<file path="src/rtl/muldiv_pkg.sv">
// Shared types and op-decode helpers for the iterative multiply/divide unit.
// The op encoding follows RV32M funct3 order.
package muldiv_pkg;

  typedef enum logic [2:0] {
    MD_MUL    = 3'd0,
    MD_MULH   = 3'd1,
    MD_MULHSU = 3'd2,
    MD_MULHU  = 3'd3,
    MD_DIV    = 3'd4,
    MD_DIVU   = 3'd5,
    MD_REM    = 3'd6,
    MD_REMU   = 3'd7
  } muldiv_op_t;

  typedef enum logic [1:0] {
    IDLE = 2'd0,
    CALC = 2'd1,
    DONE = 2'd2
  } muldiv_state_t;

  function automatic logic is_div(input muldiv_op_t op);
    logic [2:0] v;
    v = op;
    return v[2];
  endfunction

  function automatic logic is_rem(input muldiv_op_t op);
    return (op == MD_REM) || (op == MD_REMU);
  endfunction

  // rs1 is treated as signed for every op except the fully unsigned ones
  function automatic logic a_is_signed(input muldiv_op_t op);
    return (op == MD_MUL) || (op == MD_MULH) || (op == MD_MULHSU) ||
           (op == MD_DIV) || (op == MD_REM);
  endfunction

  function automatic logic b_is_signed(input muldiv_op_t op);
    return (op == MD_MUL) || (op == MD_MULH) ||
           (op == MD_DIV) || (op == MD_REM);
  endfunction

endpackage

</file>
<file path="src/rtl/muldiv_sign_prep.sv">
// Accept-path operand conditioning: magnitudes, result sign and the RISC-V
// special cases (divide by zero, signed overflow) that bypass the iteration.
module muldiv_sign_prep
  import muldiv_pkg::*;
#(
  parameter int XLEN = 32
) (
  input  logic [2:0]      op_i,
  input  logic [XLEN-1:0] a_i,
  input  logic [XLEN-1:0] b_i,
  output logic [XLEN-1:0] a_mag_o,
  output logic [XLEN-1:0] b_mag_o,
  output logic            neg_o,
  output logic            special_o,
  output logic [XLEN-1:0] special_res_o
);

  localparam logic [XLEN-1:0] MIN_NEG = {1'b1, {(XLEN-1){1'b0}}};

  muldiv_op_t op;
  logic       a_neg;
  logic       b_neg;
  logic       div_zero;
  logic       div_ovf;

  assign op    = muldiv_op_t'(op_i);
  assign a_neg = a_is_signed(op) && a_i[XLEN-1];
  assign b_neg = b_is_signed(op) && b_i[XLEN-1];

  // The most negative value negates to itself, which is still the correct
  // unsigned magnitude.
  assign a_mag_o = a_neg ? -a_i : a_i;
  assign b_mag_o = b_neg ? -b_i : b_i;

  // Remainder takes the dividend sign; everything else is the sign product.
  assign neg_o = is_rem(op) ? a_neg : (a_neg ^ b_neg);

  assign div_zero = is_div(op) && (b_i == '0);
  assign div_ovf  = ((op == MD_DIV) || (op == MD_REM)) &&
                    (a_i == MIN_NEG) && (b_i == '1);

  assign special_o = div_zero || div_ovf;

  always_comb begin
    special_res_o = '0;
    if (div_zero) begin
      special_res_o = is_rem(op) ? a_i : '1;
    end else if (div_ovf) begin
      special_res_o = is_rem(op) ? '0 : a_i;
    end
  end

endmodule

</file>
<file path="src/rtl/muldiv_unit.sv">
// Iterative XLEN-wide multiply/divide unit, one bit per cycle, with
// valid/ready handshakes on issue and result.
module muldiv_unit
  import muldiv_pkg::*;
#(
  parameter int XLEN = 32
) (
  input  logic            clk,
  input  logic            reset,
  input  logic            flush,
  input  logic            in_valid,
  output logic            in_ready,
  input  logic [2:0]      op,
  input  logic [XLEN-1:0] a,
  input  logic [XLEN-1:0] b,
  output logic            out_valid,
  input  logic            out_ready,
  output logic [XLEN-1:0] result,
  output logic            busy
);

  localparam int            CW       = $clog2(XLEN);
  localparam logic [CW-1:0] CNT_LAST = CW'(XLEN - 1);

  muldiv_state_t     state_q;
  logic [CW-1:0]     count_q;
  logic [2*XLEN-1:0] acc_q;
  logic [XLEN-1:0]   opd_q;
  logic [XLEN-1:0]   result_q;
  muldiv_op_t        op_q;
  logic              neg_q;
  logic              in_ready_q;
  logic              out_valid_q;
  logic              busy_q;

  muldiv_op_t      op_in;
  logic [XLEN-1:0] a_mag;
  logic [XLEN-1:0] b_mag;
  logic            prep_neg;
  logic            prep_special;
  logic [XLEN-1:0] prep_special_res;

  assign op_in = muldiv_op_t'(op);

  muldiv_sign_prep #(
    .XLEN (XLEN)
  ) u_sign_prep (
    .op_i          (op),
    .a_i           (a),
    .b_i           (b),
    .a_mag_o       (a_mag),
    .b_mag_o       (b_mag),
    .neg_o         (prep_neg),
    .special_o     (prep_special),
    .special_res_o (prep_special_res)
  );

  // Multiply: acc = {partial high, multiplier being shifted out}; add-then-shift.
  logic [XLEN:0]     mul_sum;
  logic [2*XLEN-1:0] mul_next;

  assign mul_sum  = {1'b0, acc_q[2*XLEN-1:XLEN]} +
                    (acc_q[0] ? {1'b0, opd_q} : {(XLEN+1){1'b0}});
  assign mul_next = {mul_sum, acc_q[XLEN-1:1]};

  // Divide: acc = {partial remainder, dividend shifting into quotient}.
  logic [XLEN:0]     div_shift;
  logic [XLEN:0]     div_diff;
  logic              div_ge;
  logic [XLEN-1:0]   div_rem;
  logic [2*XLEN-1:0] div_next;

  assign div_shift = {acc_q[2*XLEN-1:XLEN], acc_q[XLEN-1]};
  assign div_diff  = div_shift - {1'b0, opd_q};
  assign div_ge    = ~div_diff[XLEN];
  assign div_rem   = div_ge ? div_diff[XLEN-1:0] : div_shift[XLEN-1:0];
  assign div_next  = {div_rem, acc_q[XLEN-2:0], div_ge};

  logic [2*XLEN-1:0] acc_d;
  logic [2*XLEN-1:0] prod_fix;
  logic [XLEN-1:0]   quo_fix;
  logic [XLEN-1:0]   rem_fix;
  logic [XLEN-1:0]   result_d;

  assign acc_d = is_div(op_q) ? div_next : mul_next;

  // Sign fix-up on the final step; MUL low word is sign-agnostic so negating
  // the full product serves every multiply variant.
  assign prod_fix = neg_q ? -acc_d : acc_d;
  assign quo_fix  = neg_q ? -acc_d[XLEN-1:0] : acc_d[XLEN-1:0];
  assign rem_fix  = neg_q ? -acc_d[2*XLEN-1:XLEN] : acc_d[2*XLEN-1:XLEN];

  always_comb begin
    result_d = '0;
    case (op_q)
      MD_MUL:                       result_d = prod_fix[XLEN-1:0];
      MD_MULH, MD_MULHSU, MD_MULHU: result_d = prod_fix[2*XLEN-1:XLEN];
      MD_DIV, MD_DIVU:              result_d = quo_fix;
      MD_REM, MD_REMU:              result_d = rem_fix;
      default:                      result_d = '0;
    endcase
  end

  always_ff @(posedge clk) begin
    if (reset) begin
      state_q     <= IDLE;
      count_q     <= '0;
      acc_q       <= '0;
      opd_q       <= '0;
      op_q        <= MD_MUL;
      neg_q       <= 1'b0;
      result_q    <= '0;
      in_ready_q  <= 1'b1;
      out_valid_q <= 1'b0;
      busy_q      <= 1'b0;
    end else if (flush) begin
      // result_q is deliberately kept: a kill only drops the handshake
      state_q     <= IDLE;
      count_q     <= '0;
      in_ready_q  <= 1'b1;
      out_valid_q <= 1'b0;
      busy_q      <= 1'b0;
    end else begin
      case (state_q)
        IDLE: begin
          if (in_valid) begin
            op_q       <= op_in;
            neg_q      <= prep_neg;
            in_ready_q <= 1'b0;
            busy_q     <= 1'b1;
            count_q    <= '0;
            if (prep_special) begin
              result_q    <= prep_special_res;
              out_valid_q <= 1'b1;
              state_q     <= DONE;
            end else begin
              acc_q   <= {{XLEN{1'b0}}, (is_div(op_in) ? a_mag : b_mag)};
              opd_q   <= is_div(op_in) ? b_mag : a_mag;
              state_q <= CALC;
            end
          end
        end
        CALC: begin
          acc_q <= acc_d;
          if (count_q == CNT_LAST) begin
            count_q     <= '0;
            result_q    <= result_d;
            out_valid_q <= 1'b1;
            state_q     <= DONE;
          end else begin
            count_q <= count_q + 1'b1;
          end
        end
        DONE: begin
          if (out_ready) begin
            out_valid_q <= 1'b0;
            in_ready_q  <= 1'b1;
            busy_q      <= 1'b0;
            state_q     <= IDLE;
          end
        end
        default: begin
          state_q     <= IDLE;
          count_q     <= '0;
          in_ready_q  <= 1'b1;
          out_valid_q <= 1'b0;
          busy_q      <= 1'b0;
        end
      endcase
    end
  end

  assign in_ready  = in_ready_q;
  assign out_valid = out_valid_q;
  assign result    = result_q;
  assign busy      = busy_q;

endmodule
</file>
<file path="config.mk">
export PLATFORM = sky130hd
export DESIGN_NAME = muldiv_unit
export DESIGN_NICKNAME = d
export VERILOG_FILES = /design/src/rtl/muldiv_pkg.sv /design/src/rtl/muldiv_sign_prep.sv /design/src/rtl/muldiv_unit.sv
export SDC_FILE = /design/constraint.sdc
export NUM_CORES = 1
export LEC_CHECK = 0
export ABC_CLOCK_PERIOD_IN_PS = 4600
export CAP_MARGIN = 40
export CORE_ASPECT_RATIO = 0.7
export CORE_MARGIN = 4
export CORE_UTILIZATION = 55
export CTS_CLUSTER_DIAMETER = 80
export DETAILED_ROUTE_END_ITERATION = 10
export HOLD_SLACK_MARGIN = 0.1
export PLACE_DENSITY = 0.78
export REMOVE_ABC_BUFFERS = 1
export SYNTH_ARGS = -nofsm -noshare
export SYNTH_HDL_FRONTEND = slang
export SYNTH_SLANG_ARGS = --single-unit
</file>
<file path="constraint.sdc">
create_clock -name clk -period 4.6 [get_ports clk]
set_input_delay 0.46 -clock clk [delete_from_list [all_inputs] [get_ports clk]]
set_output_delay 0.46 -clock clk [all_outputs]
set_load 0.01 [all_outputs]
</file>
==> results.cfg <==
[status]
status = finished with violations
violations = negative setup slack

[critical_path]
worstSetupPathType = register to register
rrSetupSlack_ns = -0.03
crit-reg2reg-launch = acc_q[31]
reg2regPathDepth = 25
start_kind = register
critPathCaptureType = register
critPathMaxFanout = 5
setup.worst_path.start = acc_q[31]
cp.required_ns = 4.94
arrival_ns = 4.97
r2r-end = result[30]

[logic_synthesis]
ys_seq_area_share_pct = 18.4
synth.avg_cell_area_um2 = 6.91
synth-edff-count = 0
netlist_area_um2 = 15500
yosys.area_share.simple_pct = 25.7
synth_cell_types = 99
ys_warn_count = 0
synth_fa_ha_area_share_pct = 6.01
synth-main-ff-cell = dfxtp_1
synth_mux_area_share_pct = 3.54
synth_top_family_by_area = compound AO/OA/AOI/OAI gates
synth_compound_area_share_pct = 32.1
async_flop_share_pct = 0
synthCells = 2236
synth_xor_xnor_area_share_pct = 8.67
synth_seq_cells = 142

[clock_network]
cts.path.max_buffers = 2
cts_sinks = 142
root_buffer = clkbuf_16
clkSlewWorstSetupHoldPaths_ns = 0.06
insertion_delay_ns = 0.47
htreeDepth = 4
cts_tree = built
cts_made_buffers = 17

[timing]
max-slew-margin-rel_pct = 36.8
final-setup-viol-count = 2
hold_slack_ns = 0.475
rsz0062_at_grt = yes
worstMarginPinSlew_ns = 0.938
min_period_ns = 4.63
slew_viol_final = 0
fin_crit_sh_pct = 101
finalWorstSetupSlack_ns = -0.0253
hold_violations = 0
fmax_ghz = 0.216
worst_clock_skew_ns = 0.0135

[place]
hpwl_mm = 53.4
io_buffers = 106
post-place-ws_ns = -0.336
gp_congestion = 1.03
placed_area_um2 = 18900

[global_route]
use_met1_pct = 59.5
grt_pass1_vias = 17900
grt_max_degree = 60
gr-total-overflow = 0
met2_usage_pct = 60.1
grt_pass1_wl_mm = 104
grt_use_met3_pct = 13.8
busiest_layer = met2
track_usage_pct = 42.2
antenna_found_initial = 1

[routing]
vias_per_cell = 6.70
antenna_left = 0
routed-via-count = 19800
drt_iter0_drc = 2842
routed_wl_mm = 69.0
drt_first_pass_iters = 6
wl_per_cell_um = 23.4
drc_errors = 0

[finish]
drive_gt1_share_pct = 21.8
antenna_cells = 0
fin_util_pct = 74.2
nets = 2713
final_cell_mix = buf_4 (334), nor2_1 (273), nand2_1 (214), a21oi_1 (176), o21ai_0 (172)
final_common_cell = buf_4
fillers = 2187
areaGrowthSynthToFinish_pct = 33.2
design_area_um2 = 20600

[min_path]
min-delay-start = opd_q[5]
holdPathStages = 2
whs_endpoint = opd_q[5]
hp-class = register to register

[floorplanning]
core_um2 = 27800
die_y_um = 148
io_pins = 107
die_area_um2 = 30900
die_w_um = 208
initial_core_util_pct = 55.7
num_rows = 51

[pwr]
ir_drop_v = 0.000255
p_per_area_nw_per_um2 = 230
total_leakage_power_nw = 8.17

[run]
maxCapViolCount = 0
## power breakdown
part / total, W / internal [W] / switching, W
sequential: 0.00134 / 0.00128 / 0.0000638
clock: 0.00153 / 0.000926 / 0.000604
combinational: 0.00185 / 0.000761 / 0.00109
total: 0.00472 / 0.00296 / 0.00176
## cell usage after synthesis (all sizes together) (8+ instances only)
library cell | instances | area [µm²]
inv | 78 | 293
or2 | 14 | 90.1
dfxtp | 142 | 2840
xnor2 | 90 | 788
a311oi | 14 | 123
clkbuf | 107 | 402
mux2i | 49 | 490
buf | 38 | 171
nand2b | 12 | 75.1
nor4 | 26 | 203
nand4 | 29 | 194
and2 | 53 | 334
o21a | 12 | 90.1
nor3b | 8 | 65.1
o22ai | 10 | 62.6
o41ai | 12 | 113
o31ai | 20 | 164
xor2 | 63 | 552
a211oi | 55 | 418
nand2 | 220 | 831
o21bai | 8 | 60.1
a31oi | 28 | 175
o21ai | 197 | 990
a22oi | 35 | 268
and3 | 13 | 81.3
o211ai | 66 | 509
a21oi | 192 | 976
nor3 | 65 | 325
nand3 | 52 | 270
nor2 | 280 | 1050
or3 | 24 | 155
nor2b | 11 | 68.8
or4 | 12 | 97.6
a21o | 25 | 189
ha | 71 | 888
## registers in the layout (all words and copies together) (netlist names), 2 cells and up
| register | cells |
|---|---|
| acc_q | 64 |
| count_q | 5 |
| op_q | 3 |
| opd_q | 32 |
| result | 32 |
| state_q | 2 |
## cell type report
| class | instances | area (µm²) | share of cell area, % |
|---|---|---|---|
| clock inverter | 11 | 166 | 0.808 |
| sequential | 142 | 2860 | 13.9 |
| multi-input combinational | 1870 | 12500 | 60.8 |
| clock buffer | 19 | 453 | 2.20 |
| timing repair buffer | 458 | 3820 | 18.6 |
| tap | 371 | 464 | 2.25 |
| inverter | 79 | 297 | 1.44 |
## worst max path at each step
stage | to | slack, ns
5_1_grt | result[30] | -0.14
2_1_floorplan | result[28] | -2.34
3_5_place_dp | result[30] | -0.34
4_1_cts | result[30] | -0.06
6_report | result[30] | -0.03
3_3_place_gp | result[30] | -0.26
## metrics by stage
stage | power, W | instances | setup TNS (ns)
final | 0.00472 | 2950 | -0.0257
after global routing | 0.00487 | 2950 | -1.08
after CTS | 0.00453 | 2926 | -0.0900
after detailed placement | 0.00299 | 2893 | -3.28
after global placement | 0.00296 | 2891 | -1.55
after floorplan | 0.00229 | 2091 | -67.11
## cells by family (layout without fill, tap and decap cells)
family / Yosys count / in the layout
simple gates: 834 / 834
compound gates: 756 / 756
buf+inv: 224 / 567
xor+xnor: 153 / 153
flops: 142 / 142
fa+ha+maj: 73 / 73
mux: 54 / 54
## what timing repair did
| action | in CTS | in global routing |
|---|---|---|
| hold endpoints to repair | 0 | 0 |
| buffers inserted | 3 | 25 |
| cloned | 0 | 0 |
| pin swaps | 10 | 72 |
| resized for setup | 32 | 145 |
| endpoints found under the setup margin | 23 | 27 |
| hold buffers | 0 | 0 |
## critical path, stage by stage, from the launching register on
cell and delay (ns):
dfxtp_2 0.34, inv_2 0.05, ha_4 0.15, inv_2 0.05
fa_2 0.22, a211oi_2 0.08, o211ai_1 0.41, nand3_2 0.16
buf_6 0.16, a21oi_4 0.21, o21ai_2 0.11, buf_6 0.14
a21oi_4 0.15, a211oi_2 0.06, a21o_1 0.19, inv_1 0.10
ha_4 0.16, o311ai_4 0.11, buf_6 0.15, nor4_4 0.36
o21ai_4 0.18, buf_6 0.18, o41ai_4 0.35, xnor2_1 0.12
o21ai_1 0.19, a31oi_1 0.10
## metal layers
layer / share of wire (%) / wire, µm
met2: 41 / 28100
met1: 41 / 28500
met4: 3.9 / 2680
met5: 0.016 / 11
met3: 14 / 9670
Note: power is estimated with default switching activity, not from simulation.
